`src/rtl/ex_mem_pipe_reg_pkg.sv`:
```
// Shared types for the klp32 execute->memory stage: widths, the NOP encoding,
// writeback-source codes, load/store funct3 codes and the pipeline register bundle.
package klp32_pkg;

  localparam int XLEN = 32;
  localparam logic [XLEN-1:0] NOP_INST = 32'h0000_0013;  // addi x0, x0, 0

  typedef enum logic [1:0] {
    WB_MEM = 2'b00,
    WB_ALU = 2'b01,
    WB_PC  = 2'b10
  } wb_sel_e;

  // Load and store funct3 codes overlap (LB/SB, LH/SH, LW/SW), so they cannot
  // share one enum; i_mem_rw tells them apart.
  typedef logic [2:0] ls_mode_e;
  localparam ls_mode_e LB  = 3'b000;
  localparam ls_mode_e LH  = 3'b001;
  localparam ls_mode_e LW  = 3'b010;
  localparam ls_mode_e LBU = 3'b100;
  localparam ls_mode_e LHU = 3'b101;
  localparam ls_mode_e SB  = 3'b000;
  localparam ls_mode_e SH  = 3'b001;
  localparam ls_mode_e SW  = 3'b010;

  typedef struct packed {
    logic            valid;
    logic [XLEN-1:0] alu_result;
    logic [XLEN-1:0] inst;
    ls_mode_e        load_store_mode;
    logic            mem_rw;
    logic [XLEN-1:0] pc_inc;
    logic            pc_sel;
    logic            reg_wr_en;
    wb_sel_e         wb_sel;
    logic [XLEN-1:0] writedata;
  } ex_mem_t;

  // Empty slot: used both at reset and when the stage is flushed.
  function automatic ex_mem_t bubble();
    ex_mem_t b;
    b                 = '0;
    b.inst            = NOP_INST;
    b.wb_sel          = WB_MEM;
    return b;
  endfunction

endpackage

```
`src/rtl/ex_mem_pipe_reg_if.sv`:
```
// Execute->memory bus: execute-side inputs, registered memory-side outputs,
// forwarding/hazard info and perf counters.
// master = execute stage / bench side, slave = the pipeline register.
interface ex_mem_pipe_reg_if
  import klp32_pkg::*;
#(
  parameter int CNT_W = 32
);
  logic            i_stall;
  logic            i_flush;
  logic            i_valid;
  logic [XLEN-1:0] i_alu_result;
  logic [XLEN-1:0] i_inst;
  logic [2:0]      i_load_store_mode;
  logic            i_mem_rw;
  logic [XLEN-1:0] i_pc_inc;
  logic            i_pc_sel;
  logic            i_reg_wr_en;
  logic [1:0]      i_wb_sel;
  logic [XLEN-1:0] i_writedata;

  logic            o_valid;
  logic [XLEN-1:0] o_alu_result;
  logic [XLEN-1:0] o_inst;
  logic [2:0]      o_load_store_mode;
  logic            o_mem_rw;
  logic [XLEN-1:0] o_pc_inc;
  logic            o_pc_sel;
  logic            o_reg_wr_en;
  logic [1:0]      o_wb_sel;
  logic [XLEN-1:0] o_writedata;
  logic            o_fwd_en;
  logic [4:0]      o_fwd_rd;
  logic [XLEN-1:0] o_fwd_data;
  logic            o_load_use;
  logic [CNT_W-1:0] o_stall_cnt;
  logic [CNT_W-1:0] o_flush_cnt;

  modport master (
    output i_stall, i_flush, i_valid, i_alu_result, i_inst, i_load_store_mode,
           i_mem_rw, i_pc_inc, i_pc_sel, i_reg_wr_en, i_wb_sel, i_writedata,
    input  o_valid, o_alu_result, o_inst, o_load_store_mode, o_mem_rw, o_pc_inc,
           o_pc_sel, o_reg_wr_en, o_wb_sel, o_writedata, o_fwd_en, o_fwd_rd,
           o_fwd_data, o_load_use, o_stall_cnt, o_flush_cnt
  );

  modport slave (
    input  i_stall, i_flush, i_valid, i_alu_result, i_inst, i_load_store_mode,
           i_mem_rw, i_pc_inc, i_pc_sel, i_reg_wr_en, i_wb_sel, i_writedata,
    output o_valid, o_alu_result, o_inst, o_load_store_mode, o_mem_rw, o_pc_inc,
           o_pc_sel, o_reg_wr_en, o_wb_sel, o_writedata, o_fwd_en, o_fwd_rd,
           o_fwd_data, o_load_use, o_stall_cnt, o_flush_cnt
  );
endinterface

```
`src/rtl/ex_mem_pipe_reg_sat_counter.sv`:
```
// Saturating up-counter for the stage's perf statistics.
// Only compiled when EX_MEM_PERF_CNT_EN is defined; otherwise nothing uses it
// and leaving it out keeps the default build free of an orphan module.
`ifdef EX_MEM_PERF_CNT_EN
module sat_counter #(
  parameter int CNT_W = 32
) (
  input  logic             clk,
  input  logic             rst,
  input  logic             inc,
  output logic [CNT_W-1:0] cnt
);
  logic [CNT_W-1:0] cnt_q, cnt_d;

  // Next count: step on inc, stick at all-ones.
  always_comb begin
    cnt_d = cnt_q;
    if (inc && (cnt_q != {CNT_W{1'b1}})) cnt_d = cnt_q + 1'b1;
  end

  // Count register with async clear.
  always_ff @(posedge clk or posedge rst) begin
    if (rst) cnt_q <= '0;
    else     cnt_q <= cnt_d;
  end

  assign cnt = cnt_q;
endmodule
`endif

```
`src/rtl/ex_mem_pipe_reg.sv`:
```
// Execute->memory pipeline register with stall (hold) and flush (bubble),
// plus forwarding / load-use outputs for the hazard unit.
// Optional: EX_MEM_PERF_CNT_EN builds saturating stall/flush cycle counters;
// without it o_stall_cnt/o_flush_cnt read 0.
module ex_mem_pipe_reg
  import klp32_pkg::*;
#(
  parameter int CNT_W = 32
) (
  input  logic               clk,
  input  logic               rst,
  ex_mem_pipe_reg_if.slave   bus
);

  ex_mem_t reg_q, reg_d, load_d;
  logic [4:0] fwd_rd;
  logic       rd_wr;

  // Captured slot for a normal load; control bits are dropped for non-valid slots
  // so a stray write/store/redirect can never leak from a dead instruction.
  always_comb begin
    load_d                 = bubble();
    load_d.valid           = bus.i_valid;
    load_d.alu_result      = bus.i_alu_result;
    load_d.inst            = bus.i_inst;
    load_d.load_store_mode = bus.i_load_store_mode;
    load_d.mem_rw          = bus.i_mem_rw & bus.i_valid;
    load_d.pc_inc          = bus.i_pc_inc;
    load_d.pc_sel          = bus.i_pc_sel & bus.i_valid;
    load_d.reg_wr_en       = bus.i_reg_wr_en & bus.i_valid;
    load_d.wb_sel          = wb_sel_e'(bus.i_wb_sel);
    load_d.writedata       = bus.i_writedata;
  end

  // Next-state select: flush beats stall beats load.
  always_comb begin
    reg_d = load_d;
    if (bus.i_flush)      reg_d = bubble();
    else if (bus.i_stall) reg_d = reg_q;
  end

  // Pipeline register bank.
  always_ff @(posedge clk or posedge rst) begin
    if (rst) reg_q <= bubble();
    else     reg_q <= reg_d;
  end

  assign bus.o_valid           = reg_q.valid;
  assign bus.o_alu_result      = reg_q.alu_result;
  assign bus.o_inst            = reg_q.inst;
  assign bus.o_load_store_mode = reg_q.load_store_mode;
  assign bus.o_mem_rw          = reg_q.mem_rw;
  assign bus.o_pc_inc          = reg_q.pc_inc;
  assign bus.o_pc_sel          = reg_q.pc_sel;
  assign bus.o_reg_wr_en       = reg_q.reg_wr_en;
  assign bus.o_wb_sel          = reg_q.wb_sel;
  assign bus.o_writedata       = reg_q.writedata;

  // Forwarding / load-use from registered state only; x0 is never a producer.
  always_comb begin
    fwd_rd         = reg_q.inst[11:7];
    rd_wr          = reg_q.valid & reg_q.reg_wr_en & (fwd_rd != 5'd0);
    bus.o_fwd_rd   = fwd_rd;
    bus.o_fwd_en   = rd_wr & (reg_q.wb_sel != WB_MEM);
    bus.o_load_use = rd_wr & (reg_q.wb_sel == WB_MEM);
    bus.o_fwd_data = (reg_q.wb_sel == WB_PC) ? reg_q.pc_inc : reg_q.alu_result;
  end

`ifdef EX_MEM_PERF_CNT_EN
  logic [CNT_W-1:0] stall_cnt, flush_cnt;

  // A stall that coincides with a flush is not a stall cycle.
  sat_counter #(.CNT_W(CNT_W)) u_stall_cnt (
    .clk (clk),
    .rst (rst),
    .inc (bus.i_stall & ~bus.i_flush),
    .cnt (stall_cnt)
  );

  sat_counter #(.CNT_W(CNT_W)) u_flush_cnt (
    .clk (clk),
    .rst (rst),
    .inc (bus.i_flush),
    .cnt (flush_cnt)
  );

  assign bus.o_stall_cnt = stall_cnt;
  assign bus.o_flush_cnt = flush_cnt;
`else
  assign bus.o_stall_cnt = {CNT_W{1'b0}};
  assign bus.o_flush_cnt = {CNT_W{1'b0}};
`endif

endmodule
```
`src/flat_wrapper.sv`:
```
// flat-port wrapper written by rule: the top's interface ports become plain ports
module ex_mem_pipe_reg_flat import klp32_pkg::*;
#(
  parameter int CNT_W = 32
)
  (clk, rst, bus_i_stall, bus_i_flush, bus_i_valid, bus_i_alu_result, bus_i_inst, bus_i_load_store_mode, bus_i_mem_rw, bus_i_pc_inc, bus_i_pc_sel, bus_i_reg_wr_en, bus_i_wb_sel, bus_i_writedata, bus_o_valid, bus_o_alu_result, bus_o_inst, bus_o_load_store_mode, bus_o_mem_rw, bus_o_pc_inc, bus_o_pc_sel, bus_o_reg_wr_en, bus_o_wb_sel, bus_o_writedata, bus_o_fwd_en, bus_o_fwd_rd, bus_o_fwd_data, bus_o_load_use, bus_o_stall_cnt, bus_o_flush_cnt);
  ex_mem_pipe_reg_if #(.CNT_W(CNT_W)) bus_i ();
  input  logic clk;
  input  logic rst;
  input wire logic [$bits(bus_i.i_stall)-1:0] bus_i_stall;
  input wire logic [$bits(bus_i.i_flush)-1:0] bus_i_flush;
  input wire logic [$bits(bus_i.i_valid)-1:0] bus_i_valid;
  input wire logic [$bits(bus_i.i_alu_result)-1:0] bus_i_alu_result;
  input wire logic [$bits(bus_i.i_inst)-1:0] bus_i_inst;
  input wire logic [$bits(bus_i.i_load_store_mode)-1:0] bus_i_load_store_mode;
  input wire logic [$bits(bus_i.i_mem_rw)-1:0] bus_i_mem_rw;
  input wire logic [$bits(bus_i.i_pc_inc)-1:0] bus_i_pc_inc;
  input wire logic [$bits(bus_i.i_pc_sel)-1:0] bus_i_pc_sel;
  input wire logic [$bits(bus_i.i_reg_wr_en)-1:0] bus_i_reg_wr_en;
  input wire logic [$bits(bus_i.i_wb_sel)-1:0] bus_i_wb_sel;
  input wire logic [$bits(bus_i.i_writedata)-1:0] bus_i_writedata;
  output wire logic [$bits(bus_i.o_valid)-1:0] bus_o_valid;
  output wire logic [$bits(bus_i.o_alu_result)-1:0] bus_o_alu_result;
  output wire logic [$bits(bus_i.o_inst)-1:0] bus_o_inst;
  output wire logic [$bits(bus_i.o_load_store_mode)-1:0] bus_o_load_store_mode;
  output wire logic [$bits(bus_i.o_mem_rw)-1:0] bus_o_mem_rw;
  output wire logic [$bits(bus_i.o_pc_inc)-1:0] bus_o_pc_inc;
  output wire logic [$bits(bus_i.o_pc_sel)-1:0] bus_o_pc_sel;
  output wire logic [$bits(bus_i.o_reg_wr_en)-1:0] bus_o_reg_wr_en;
  output wire logic [$bits(bus_i.o_wb_sel)-1:0] bus_o_wb_sel;
  output wire logic [$bits(bus_i.o_writedata)-1:0] bus_o_writedata;
  output wire logic [$bits(bus_i.o_fwd_en)-1:0] bus_o_fwd_en;
  output wire logic [$bits(bus_i.o_fwd_rd)-1:0] bus_o_fwd_rd;
  output wire logic [$bits(bus_i.o_fwd_data)-1:0] bus_o_fwd_data;
  output wire logic [$bits(bus_i.o_load_use)-1:0] bus_o_load_use;
  output wire logic [$bits(bus_i.o_stall_cnt)-1:0] bus_o_stall_cnt;
  output wire logic [$bits(bus_i.o_flush_cnt)-1:0] bus_o_flush_cnt;
  assign bus_i.i_stall = bus_i_stall;
  assign bus_i.i_flush = bus_i_flush;
  assign bus_i.i_valid = bus_i_valid;
  assign bus_i.i_alu_result = bus_i_alu_result;
  assign bus_i.i_inst = bus_i_inst;
  assign bus_i.i_load_store_mode = bus_i_load_store_mode;
  assign bus_i.i_mem_rw = bus_i_mem_rw;
  assign bus_i.i_pc_inc = bus_i_pc_inc;
  assign bus_i.i_pc_sel = bus_i_pc_sel;
  assign bus_i.i_reg_wr_en = bus_i_reg_wr_en;
  assign bus_i.i_wb_sel = bus_i_wb_sel;
  assign bus_i.i_writedata = bus_i_writedata;
  assign bus_o_valid = bus_i.o_valid;
  assign bus_o_alu_result = bus_i.o_alu_result;
  assign bus_o_inst = bus_i.o_inst;
  assign bus_o_load_store_mode = bus_i.o_load_store_mode;
  assign bus_o_mem_rw = bus_i.o_mem_rw;
  assign bus_o_pc_inc = bus_i.o_pc_inc;
  assign bus_o_pc_sel = bus_i.o_pc_sel;
  assign bus_o_reg_wr_en = bus_i.o_reg_wr_en;
  assign bus_o_wb_sel = bus_i.o_wb_sel;
  assign bus_o_writedata = bus_i.o_writedata;
  assign bus_o_fwd_en = bus_i.o_fwd_en;
  assign bus_o_fwd_rd = bus_i.o_fwd_rd;
  assign bus_o_fwd_data = bus_i.o_fwd_data;
  assign bus_o_load_use = bus_i.o_load_use;
  assign bus_o_stall_cnt = bus_i.o_stall_cnt;
  assign bus_o_flush_cnt = bus_i.o_flush_cnt;
  ex_mem_pipe_reg #(.CNT_W(CNT_W)) u_core (.clk(clk), .rst(rst), .bus(bus_i));
endmodule
```
`config.mk`:
```
export PLATFORM = sky130hd
export DESIGN_NAME = ex_mem_pipe_reg_flat
export DESIGN_NICKNAME = d
export VERILOG_FILES = /design/src/rtl/ex_mem_pipe_reg_pkg.sv /design/src/rtl/ex_mem_pipe_reg_if.sv /design/src/rtl/ex_mem_pipe_reg_sat_counter.sv /design/src/rtl/ex_mem_pipe_reg.sv /design/src/flat_wrapper.sv
export SDC_FILE = /design/constraint.sdc
export NUM_CORES = 1
export LEC_CHECK = 0
export CAP_MARGIN = 30
export CORE_AREA = 5 5 146 148
export DETAILED_ROUTE_END_ITERATION = 8
export DIE_AREA = 0 0 151 153
export GPL_TIMING_DRIVEN = 0
export PLACE_DENSITY = 0.73
export SLEW_MARGIN = 10
export SYNTH_ARGS = -nofsm -noshare
export SYNTH_HDL_FRONTEND = slang
export SYNTH_SLANG_ARGS = --single-unit
export TNS_END_PERCENT = 100
```
`constraint.sdc`:
```
create_clock -name clk -period 7.2 [get_ports clk]
set_clock_uncertainty 0.05 [all_clocks]
set_input_delay 0.72 -clock clk [delete_from_list [all_inputs] [get_ports clk]]
set_output_delay 0.72 -clock clk [all_outputs]
set_load 0.01 [all_outputs]
```
# After elaboration in Yosys (flattened, before gate mapping)
# Index checks and enable logic that the tools add are counted.
# Widths: inputs -> output; s select.
[op_classes]
multipliers = 0
n_lt_le_gt_ge = 0
bitwise = 7
mux = 3
n_reduce_logical = 3
eq_ne = 2
n_div = 0
n_addsub = 0
shift = 0
[op_table]
columns = ["op", "n"]
rows = [
  ["$mux 137", 2],
  ["$mux 32", 1],
  ["$and 1x1->1", 7],
  ["$reduce_bool 5->1", 1],
  ["$eq 2x2->1 const B", 1],
  ["$logic_not 2->1", 1],
  ["$ne 2x1->1 const B", 1],
  ["$reduce_bool 2->1", 1],
]
[totals]
rom_bits = 0
word_cells = 25
reg_bits = 137
output_inout_bits = 240
in_bits = 141
memories = 0
latch_bits = 0
ramBits = 0

# Longest topological paths before layout
[logic_depth]
depth_word = 3
depth_mapped = 5

# Worst setup path before layout
# Ideal clock, no wire load.
[synth_path]
path_type = "register to output"
start = "reg u_core.reg_q (netlist bit u_core.bus.o_wb_sel[0])"
end = "out bus_o_fwd_data[10]"
stages_incl_launch_ff = 5
t_required_ns = 6.430
path_buffers = 2
slack_ns = 5.261
t_arrival_ns = 1.169
cell_sequence = "dfrtp_1 > nand2b_1 > buf_6 > buf_12 > mux2_4"
[synth_via]
elab_chain_len = 2
[synth_rtl]
columns = ["item", "line", "text"]
rows = [
  ["start, declared", "ex_mem_pipe_reg.sv:15", "ex_mem_t reg_q, reg_d, load_d;"],
  ["start signal, assigned", "ex_mem_pipe_reg.sv:44", "if (rst) reg_q <= bubble();"],
  ["start signal, assigned", "ex_mem_pipe_reg.sv:45", "else reg_q <= reg_d;"],
  ["$eq 2x2->1", "ex_mem_pipe_reg.sv:66", "bus.o_fwd_data = (reg_q.wb_sel == WB_PC) ? reg_q.pc_inc : reg_q.alu_result;"],
  ["$mux 32", "ex_mem_pipe_reg.sv:66", ""],
  ["end, declared", "flat_wrapper.sv:34", "output wire logic [$bits(bus_i.o_fwd_data)-1:0] bus_o_fwd_data;"],
]
# Every way passes these cells.

# Worst setup path after layout
[layout_path]
start = "reg u_core.reg_q (netlist bit u_core.bus.o_wb_sel[1])"
end = "out bus_o_fwd_data[7]"
# The elaborated chain is that of the path after synthesis.

==> flow_metrics.py <==
metrics = {
    "critical_path": {
        "cp.arrival_ns": 2.13,
        "reg2reg_depth": 2,
        "crit_path_start_kind": "flip-flop",
        "r2r-end": "u_core.bus.o_inst[11]",
        "r2r_start": "u_core.bus.o_inst[11]",
        "endpoint_kind": "output port",
        "cp_max_fo": 10,
        "r2r_setup_slack_ns": 6.31,
        "critical_path_class": "flip-flop to output port",
        "cp.required_ns": 6.43,
    },
    "timing": {
        "grt_setup_unrepaired": "no",
        "relSlewSlack_pct": 58.33,
        "max_freq_ghz": 0.3448,
        "hold_viol": 0,
        "tns_ns": 0,
        "slew_viol_final": 0,
        "period_minus_slack_ns": 2.900,
        "setup_viol": 0,
        "fin_crit_sh_pct": 40.28,
        "worst_pin_slew_ns": 0.6250,
    },
    "die": {
        "die-area_um2": 23100,
        "rows": 52,
        "die_h_um": 153,
        "io_pins": 381,
        "dieWidth_um": 151,
        "initial_core_util_pct": 33.65,
        "core-area_um2": 19910,
    },
    "yosys": {
        "synth_cell_types": 23,
        "ys_ff_latch": 137,
        "avgSynthCellArea_um2": 11.99,
        "yosysTopAreaCellShare_pct": 50.05,
        "synth-seq-area-share_pct": 51.22,
        "yosysTopAreaCell": "dfrtp_1",
        "synthCells": 559,
        "syn_area_um2": 6700,
        "synthTopCellsByArea": "dfrtp_1, mux2i_1, buf_4, nor2_1, mux2_4",
        "ys_warn_count": 0,
    },
    "cts": {
        "clk_latency_ns": 0.40,
        "clock_path_buffers": 2,
        "worst_setup_hold_path_clk_slew_ns": 0.06,
        "cts_resized": 0,
        "htreeDepth": 4,
        "cts_setup_buffers": 0,
        "cts_buffers": 17,
        "cts_tree": "built",
        "clock-sinks": 137,
        "clock-root-buffer": "clkbuf_16",
        "ctsHoldBuffers": 0,
    },
    "detailed_routing": {
        "viasPerCell": 4.241,
        "vias": 5255,
        "dr.first_iter.drc_count": 108,
        "firstDrtPassIters": 4,
        "ant_nets": 0,
        "wl_per_cell_um": 17.03,
        "remaining_drc_errors": 0,
        "drt-total-wl_um": 21100,
    },
    "cells_and_area": {
        "seq_area_um2": 3432,
        "drive_above_1_share_pct": 16.51,
        "post-route-cell-area_um2": 11110,
        "nNetsFinal": 1097,
        "multi_input_area_um2": 2651,
        "fillers": 1776,
        "area_growth_pct": 65.75,
        "antenna_cells": 0,
    },
    "pwr": {
        "p_sw_uw": 561.0,
        "clockPowerShare_pct": 42.6,
        "powerDensity_nw_per_um2": 203.0,
        "p_int_uw": 1693,
        "ir_worst_vdd_v": 0.0001478,
        "seqPwrFrac_pct": 37.6,
        "p_total_uw": 2254,
        "p_leak_uw": 0.005396,
        "p_comb_share_pct": 19.8,
        "swShare_pct": 24.89,
    },
    "global_routing": {
        "grt_max_degree": 70,
        "grt_usage_pct": 18.09,
        "grt_pass1_vias": 5550,
        "antenna_found_initial": 0,
        "grt-ovfl-total": 0,
        "grt_pass1_wl_um": 32310,
    },
    "place": {
        "gp_congestion": 0.7661,
        "placed_area_um2": 10450,
        "dp_hpwl_um": 16370,
        "port_buffers": 314,
    },
    "worst_hold_path": {
        "hold_path.class": "flip-flop to flip-flop",
        "hp-start": "u_core.bus.o_writedata[10]",
        "hold_depth": 2,
        "whs_endpoint": "u_core.bus.o_writedata[10]",
    },
    "status": {
        "outcome": "complete, no violations",
    },
    "run": {
        "drv_cap": 0,
    },
}
-- synthesized netlist by cell type (all sizes together) --
library cell	number
a21oi	5
nand4bb	1
clkbuf	13
conb	1
dfstp	3
o211ai	1
mux2	32
nor2	131
nor4	1
nand2	3
buf	91
a211o	3
nor2b	3
nand3b	3
inv	2
dfrtp	134
nand2b	1
mux2i	131
-- registers in the layout (all words and copies together), names as in the netlist --
register,flops
u_core.bus.o_alu_result,32
u_core.bus.o_inst,32
u_core.bus.o_pc_inc,32
u_core.bus.o_writedata,32
u_core.bus.o_load_store_mode,3
u_core.bus.o_wb_sel,2
u_core.bus.o_mem_rw,1
u_core.bus.o_pc_sel,1
u_core.bus.o_reg_wr_en,1
u_core.bus.o_valid,1
-- cell usage in the layout, fill, tap and decap left out, drive strengths merged --
cell type / instances
dfstp: 3
mux2i: 131
nor2b: 3
nand4bb: 1
nand3b: 3
a211o: 3
nor4: 1
a21oi: 5
o211ai: 1
clkinv: 1
mux2: 32
dfrtp: 134
clkinvlp: 3
bufinv: 4
clkbuf: 33
clkdlybuf4s50: 314
buf: 92
nand2: 3
nor2: 131
conb: 64
inv: 6
nand2b: 1
-- metrics by stage --
stage / util (%) / worst slack [ns] / hold WS (ns) / instances
2_1_floorplan: - / 2.767 / 0.5092 / 622
3_3_place_gp: 52.33 / 0.5643 / 0.4530 / 1206
3_5_place_dp: 52.50 / 4.686 / 0.4613 / 1207
6_report: 55.78 / 4.300 / 0.4675 / 1239
4_1_cts: 55.78 / 4.235 / 0.4764 / 1239
5_1_grt: 55.78 / 4.180 / 0.4956 / 1239
-- how the worst max path moves through the flow --
stage / start / endpoint / slack (ns)
2_1_floorplan: rst / u_core.bus.o_alu_result[0] / 2.77
4_1_cts: u_core.bus.o_wb_sel[1] / bus_o_fwd_data[7] / 4.24
6_report: u_core.bus.o_wb_sel[1] / bus_o_fwd_data[7] / 4.30
3_5_place_dp: u_core.bus.o_wb_sel[1] / bus_o_fwd_data[7] / 4.69
5_1_grt: u_core.bus.o_wb_sel[1] / bus_o_fwd_data[9] / 4.18
3_3_place_gp: rst / u_core.bus.o_inst[14] / 0.56
-- per-layer routing --
layer | vias up | share of wire, % | GRT usage, %
li1 | 2513 | - | -
met2 | 232 | 50 | 31.22
met4 | 0 | 2.0 | 5.225
met3 | 26 | 8.9 | 6.219
met5 | - | 0 | 0
met1 | 2484 | 39 | 21.19
-- logic make-up (layout without fill, tap and decap cells) --
logic type | count (synthesis) | count (layout) | share of synthesized area [%]
muxes | 163 | 163 | 26.63
and+or+nand+nor | 143 | 143 | 8.478
DFF | 137 | 137 | 51.22
buffers and inverters | 106 | 453 | 12.74
AOI/OAI and AO/OA | 9 | 9 | 0.8777
other | 1 | 64 | 0.05597
-- layout make-up --
type / count / area share [%]
Clock inverter: 12 / 1.679
Timing Repair Buffer: 315 / 28.55
Sequential cell: 137 / 30.90
Inverter: 2 / 0.1352
Tap cell: 270 / 3.042
Multi-Input combinational cell: 379 / 23.87
Clock buffer: 20 / 4.202
Buffer: 104 / 7.616
-- critical path, stage by stage, from the launching register on --
cell and delay [ns]:
dfrtp_1 0.47, nand2b_1 0.12, buf_6 0.16, buf_12 0.16
mux2_4 0.31, clkdlybuf4s50_1 0.49
-- power by group through the flow --
stage	clock, uW	combinational [uW]	sequential, uW
finish	961	445	848
floorplan	0	195	875
global placement	0	442	861
detailed placement	0	449	862
CTS	989	451	848
global route	1020	480	854
No activity file was read; power rests on OpenSTA's default activity.
